===== src/rtl/run_ctrl_pkg.sv =====
// Shared definitions for the program-counter run controller.
//   run_state_t  : sequencer states (IDLE, LOAD, FETCH, EXEC, DONE, ERR)
//   DEF_*        : default address width, counter width and fetch wait limit
package run_ctrl_pkg;

  localparam int unsigned DEF_AW       = 16;
  localparam int unsigned DEF_CNT_W    = 16;
  localparam int unsigned DEF_MAX_WAIT = 8;

  typedef enum logic [2:0] {
    IDLE,
    LOAD,
    FETCH,
    EXEC,
    DONE,
    ERR
  } run_state_t;

endpackage


===== src/rtl/sat_counter.sv =====
// Saturating up-counter used for the instruction and cycle counts.
// Ports:
//   clk    in   clock
//   reset  in   synchronous active-high reset, clears q
//   clr    in   synchronous clear (start of a new run)
//   inc    in   add one unless already all-ones
//   q      out  count value [W-1:0]
module sat_counter #(
  parameter int unsigned W = 16
) (
  input  logic         clk,
  input  logic         reset,
  input  logic         clr,
  input  logic         inc,
  output logic [W-1:0] q
);

  // NOTE: sequential state uses non-blocking assignment so every flop samples
  // pre-edge values regardless of process ordering.
  always_ff @(posedge clk) begin
    if (reset || clr) begin
      q <= '0;
    end else if (inc && (q != '1)) begin
      q <= q + W'(1);
    end
  end

endmodule


===== src/rtl/pc_run_controller.sv =====
// Run sequencer for the program counter and instruction fetch.
// On an accepted start it loads the PC with start_addr, then alternates
// FETCH (req/ack with instruction memory, PC held) and EXEC (one-cycle
// instruction strobe, PC advances unless the instruction is a halt).
// A run ends in DONE on a halt instruction or in ERR when a fetch waits
// max_wait cycles without an ack.
// Ports:
//   clk          in   clock
//   reset        in   synchronous active-high reset
//   start        in   begin a run (honoured in IDLE/DONE/ERR only)
//   start_addr   in   first instruction address, captured on accepted start
//   halt_instr   in   decoded halt, meaningful while instr_valid
//   imem_ack     in   instruction memory has data for the current PC
//   imem_req     out  fetch request for the current PC
//   pc_halt      out  hold the PC this edge
//   pc_load      out  load the PC from load_addr this edge (overrides pc_halt)
//   load_addr    out  registered start address
//   instr_valid  out  fetched instruction executes this cycle
//   done         out  run ended by a halt instruction
//   timeout      out  run ended by fetch timeout
//   instr_count  out  instructions executed this run (saturating)
//   cycle_count  out  FETCH+EXEC cycles this run (saturating)
module pc_run_controller
  import run_ctrl_pkg::*;
#(
  parameter int unsigned AW       = DEF_AW,
  parameter int unsigned CNT_W    = DEF_CNT_W,
  parameter int unsigned MAX_WAIT = DEF_MAX_WAIT
) (
  input  logic             clk,
  input  logic             reset,
  input  logic             start,
  input  logic [AW-1:0]    start_addr,
  input  logic             halt_instr,
  input  logic             imem_ack,
  output logic             imem_req,
  output logic             pc_halt,
  output logic             pc_load,
  output logic [AW-1:0]    load_addr,
  output logic             instr_valid,
  output logic             done,
  output logic             timeout,
  output logic [CNT_W-1:0] instr_count,
  output logic [CNT_W-1:0] cycle_count
);

  localparam int unsigned             WAIT_W    = $clog2(MAX_WAIT + 1);
  // Value of the wait counter during the last FETCH cycle allowed before timeout.
  localparam logic [WAIT_W-1:0]       WAIT_LAST = WAIT_W'(MAX_WAIT - 1);

  run_state_t        state;
  run_state_t        state_nxt;
  logic [WAIT_W-1:0] wait_cnt;

  // State register, captured start address and fetch wait counter.
  always_ff @(posedge clk) begin
    if (reset) begin
      state     <= IDLE;
      load_addr <= '0;
      wait_cnt  <= '0;
    end else begin
      state <= state_nxt;
      // LOAD is only ever entered through an accepted start.
      if (state_nxt == LOAD) begin
        load_addr <= start_addr;
      end
      // Zero outside FETCH so every fetch starts its wait from scratch; it can
      // reach at most MAX_WAIT before FETCH is left, so it never overflows.
      if (state == FETCH) begin
        wait_cnt <= wait_cnt + WAIT_W'(1);
      end else begin
        wait_cnt <= '0;
      end
    end
  end

  // Next state and outputs, decoded from the registered state.
  always_comb begin
    // NOTE: every output gets a default before the case so no path leaves one
    // unassigned, which would otherwise infer a latch.
    state_nxt   = state;
    imem_req    = 1'b0;
    pc_halt     = 1'b1;
    pc_load     = 1'b0;
    instr_valid = 1'b0;
    done        = 1'b0;
    timeout     = 1'b0;

    case (state)
      IDLE: begin
        if (start) state_nxt = LOAD;
      end
      LOAD: begin
        pc_load   = 1'b1;
        state_nxt = FETCH;
      end
      FETCH: begin
        imem_req = 1'b1;
        // An ack in the final allowed cycle still counts as a successful fetch.
        if (imem_ack) begin
          state_nxt = EXEC;
        end else if (wait_cnt == WAIT_LAST) begin
          state_nxt = ERR;
        end
      end
      EXEC: begin
        instr_valid = 1'b1;
        // A halt instruction keeps the PC parked on its own address.
        pc_halt     = halt_instr;
        state_nxt   = halt_instr ? DONE : FETCH;
      end
      DONE: begin
        done = 1'b1;
        if (start) state_nxt = LOAD;
      end
      ERR: begin
        timeout = 1'b1;
        if (start) state_nxt = LOAD;
      end
      default: begin
        state_nxt = IDLE;
      end
    endcase
  end

  sat_counter #(.W(CNT_W)) u_instr_cnt (
    .clk   (clk),
    .reset (reset),
    .clr   (state == LOAD),
    .inc   (state == EXEC),
    .q     (instr_count)
  );

  sat_counter #(.W(CNT_W)) u_cycle_cnt (
    .clk   (clk),
    .reset (reset),
    .clr   (state == LOAD),
    .inc   ((state == FETCH) || (state == EXEC)),
    .q     (cycle_count)
  );

endmodule


===== config.mk =====
export PLATFORM = sky130hd
export DESIGN_NAME = pc_run_controller
export DESIGN_NICKNAME = d
export VERILOG_FILES = /design/src/rtl/run_ctrl_pkg.sv /design/src/rtl/sat_counter.sv /design/src/rtl/pc_run_controller.sv
export SDC_FILE = /design/constraint.sdc
export NUM_CORES = 1
export LEC_CHECK = 0
export BUFFER_PORTS_ARGS = -buffer_cell sky130_fd_sc_hd__buf_2
export CAP_MARGIN = 40
export CORE_MARGIN = 8
export CORE_UTILIZATION = 40
export DETAILED_ROUTE_END_ITERATION = 10
export GPL_ROUTABILITY_DRIVEN = 0
export GPL_TIMING_DRIVEN = 0
export SLEW_MARGIN = 10
export SYNTH_ARGS = -nofsm -noshare
export SYNTH_HDL_FRONTEND = slang
export SYNTH_SLANG_ARGS = --single-unit

===== constraint.sdc =====
create_clock -name clk -period 2 [get_ports clk]
set_input_delay 0.4 -clock clk [delete_from_list [all_inputs] [get_ports clk]]
set_output_delay 0.4 -clock clk [all_outputs]
set_load 0.05 [all_outputs]

==> results.json <==
{
  "hold_slack_ns": 0.319,
  "postLayoutCoreUtil_pct": 50.5,
  "worst-setup-path-type": "flip-flop to output pin",
  "start_util_pct": 40.9,
  "die-area_um2": 9290,
  "setup_viol": 0,
  "critPathLaunchType": "flip-flop",
  "yosysSeqAreaShare_pct": 42.6,
  "ys.flop_type": "dfxtp_1",
  "worstReg2RegStart": "u_cycle_cnt.q[12]$_SDFFE_PP0P_",
  "clk_pin_slew_ns": 0.10,
  "worst_slew_pin_slew_ns": 0.558,
  "finalHoldViolCount": 0,
  "vias": 2578,
  "ir_drop_mv": 0.409,
  "drv_cap": 0,
  "first_pass_iters": 4,
  "cts_buffers": 5,
  "worst_ep_arrival_time_ns": 1.51,
  "ios": 75,
  "ant_nets": 0,
  "clock.fmax_mhz": 525,
  "clockBufferDepth": 2,
  "path_cells": "nand2b_1 -> buf_4 -> or3_1 -> buf_6",
  "rsz0062_at_grt": "no",
  "synth_area_per_cell_um2": 8.29,
  "insertion_delay_ns": 0.31,
  "max-slew-margin-rel_pct": 62.5,
  "r2r_slack_ns": 0.24,
  "power_density_nw_per_um2": 734,
  "synth_edf_count": 0,
  "htreeDepth": 2,
  "crit_fanout": 10,
  "rows": 29,
  "layoutNonFillerInstCount": 471,
  "min_path_type": "input pin to flip-flop",
  "worst_ep_required_time_ns": 1.60,
  "finalCritPeriodShare_pct": 95.3,
  "wl_per_cell_um": 15.0,
  "hold_depth": 3,
  "post-cts-setup-buffers": 0,
  "grt_max_degree": 17,
  "port_buffers": 74,
  "clockRootBuffer": "clkbuf_8",
  "core_area_um2": 6310,
  "cts_tree": "built",
  "synthCells": 312,
  "status": "completed",
  "mappedNetlistArea_um2": 2580,
  "ff2ff_path_depth": 4,
  "dpl.hpwl_um": 5150,
  "die_h_um": 96.4,
  "gr-total-overflow": 0,
  "hp-start": "start_addr[10]",
  "cts_sinks": 55,
  "fin_crit_ns": 1.91,
  "grt_pass1_wl_um": 11500,
  "slowest_delay_ns": 0.36,
  "setup_tns_ns": 0,
  "slew_viol_final": 0,
  "synthArstFlopShare_pct": 0,
  "layout-drive-gt1-share_pct": 24.9,
  "critical-path-slowest-cell": "dfxtp_2",
  "drtIter0Drc": 152,
  "ys_warn_count": 0,
  "nNetsFinal": 417,
  "end_kind": "output pin",
  "synth_seq_cells": 55,
  "ctsHoldBuffers": 0,
  "synth_cell_types": 44,
  "track_usage_pct": 15.3,
  "grt_pass1_vias": 2394,
  "diodes": 0,
  "finalClockSkew_ns": 0.0146,
  "remaining_drc_errors": 0,
  "power.total_mw": 2.34,
  "die_w_um": 96.4,
  "leakage_nw": 1.29,
  "whs_endpoint": "load_addr[10]$_SDFFE_PP0N_",
  "syn_to_final_growth_pct": 23.4,
  "drt-total-wl_um": 7040,
  "synth_fp_nets": 336,
  "antenna_found_initial": 1,
  "drt-vias-per-instance": 5.47,
  "r2r-end": "u_cycle_cnt.q[9]$_SDFFE_PP0P_",
  "place_inst": 463
}
-- power by group --
group	total (mW)	switching, mW	internal [mW]
combinational	0.408	0.296	0.112
sequential	1.16	0.0236	1.13
clock	0.779	0.373	0.406
-- registers in the layout, summed over array words and instances, names as in the netlist --
| register | flops |
|---|---|
| wait_cnt | 4 |
| state | 3 |
| u_cycle_cnt.q | 16 |
| u_instr_cnt.q | 16 |
| load_addr | 16 |
-- final cells by class --
type                            instances  area [µm²]
Timing Repair Buffer                   74         379
Clock buffer                            6        82.6
Buffer                                 14        75.1
Sequential cell                        55        1100
Tap cell                               77        96.3
Fill cell                             632        3120
Clock inverter                          2        35.0
Multi-Input combinational cell        237        1400
Inverter                                6        22.5
-- synth_stat cells (2+ instances only) --
cell | instances | area, µm²
o41ai_1 | 4 | 35.0
nor3_1 | 8 | 40.0
a211oi_1 | 4 | 30.0
nor2_1 | 15 | 56.3
o311ai_0 | 2 | 17.5
or3_1 | 13 | 81.3
and4_1 | 4 | 35.0
nor4_1 | 3 | 18.8
buf_2 | 3 | 15.0
or4_1 | 10 | 75.1
ha_1 | 3 | 37.5
dfxtp_1 | 55 | 1100
nand3_1 | 11 | 55.1
nand4_1 | 9 | 56.3
a31oi_1 | 2 | 12.5
o21ai_0 | 8 | 40.0
nand2_2 | 2 | 12.5
and3_1 | 4 | 25.0
o21a_1 | 4 | 30.0
nand2b_1 | 2 | 12.5
inv_1 | 6 | 22.5
o31ai_1 | 7 | 52.6
mux2i_1 | 10 | 100
o211ai_1 | 2 | 15.0
clkbuf_1 | 9 | 33.8
a21oi_1 | 36 | 180
nand2_1 | 57 | 214
nor3b_1 | 3 | 22.5
-- worst max-delay path by stage --
stage | start | end | slack (ns) | cells after the start
after CTS | state[1]$_SDFF_PP0_ | pc_halt | 0.02 | 4
final | state[2]$_SDFF_PP0_ | pc_halt | 0.09 | 4
after global placement | reset | load_addr[13]$_SDFFE_PP0N_ | 0.14 | 5
after detailed placement | reset | load_addr[5]$_SDFFE_PP0N_ | 0.11 | 5
after floorplan | u_instr_cnt.q[0]$_SDFFE_PP0P_ | u_instr_cnt.q[0]$_SDFFE_PP0P_ | 0.07 | 5
after global routing | u_cycle_cnt.q[0]$_SDFFE_PP0P_ | u_cycle_cnt.q[7]$_SDFFE_PP0P_ | 0.01 | 5
-- timing repair --
item	in CTS	in global routing
endpoints found under the setup margin	3	6
gates cloned	0	0
resized for setup	5	8
-- per-layer routing --
| layer | up-vias | share of wire [%] | global-route usage (%) |
|---|---|---|---|
| li1 | 1306 | - | - |
| met1 | 1177 | 46 | 19.6 |
| met2 | 85 | 43 | 24.0 |
| met3 | 8 | 9.7 | 5.72 |
| met4 | 2 | 0.87 | 3.40 |
| met5 | - | 0.11 | 0 |
-- critical path: cells and delay by family, from the launching register on --
family	cells	cell delay, ns
AND/OR/NAND/NOR	2	0.50
flip-flops	1	0.36
buffers and inverters	2	0.35
-- layout by cell type (no fill, tap or decap), types with 7 or more instances in the layout --
cell / instances
clkbuf_1: 7
or4_1: 10
nor3_1: 8
nand3_1: 11
dfxtp_1: 53
o31ai_1: 7
nand2_1: 57
or3_1: 13
nor2_1: 14
o21ai_0: 8
nand4_1: 9
mux2i_1: 10
buf_2: 75
a21oi_1: 36
-- cell families (layout without fill, tap and decap cells) --
group	Yosys count	after routing	share of synthesized area [%]
buffers and inverters	20	102	3.48
AOI/OAI and AO/OA	73	73	17.2
DFF	55	55	42.6
adders and majority gates	3	3	1.45
xor gates and xnor gates	2	2	0.678
muxes	10	10	3.87
and+or+nand+nor	149	149	30.7
-- through the flow --
| step | worst slack, ns | area [µm²] |
|---|---|---|
| floorplan | 0.0667 | 2580 |
| global placement | 0.142 | 3050 |
| detailed placement | 0.112 | 3050 |
| CTS | 0.0152 | 3180 |
| global route | 0.00958 | 3190 |
| finish | 0.0943 | 3190 |
Note: power is estimated with default switching activity, not from simulation.
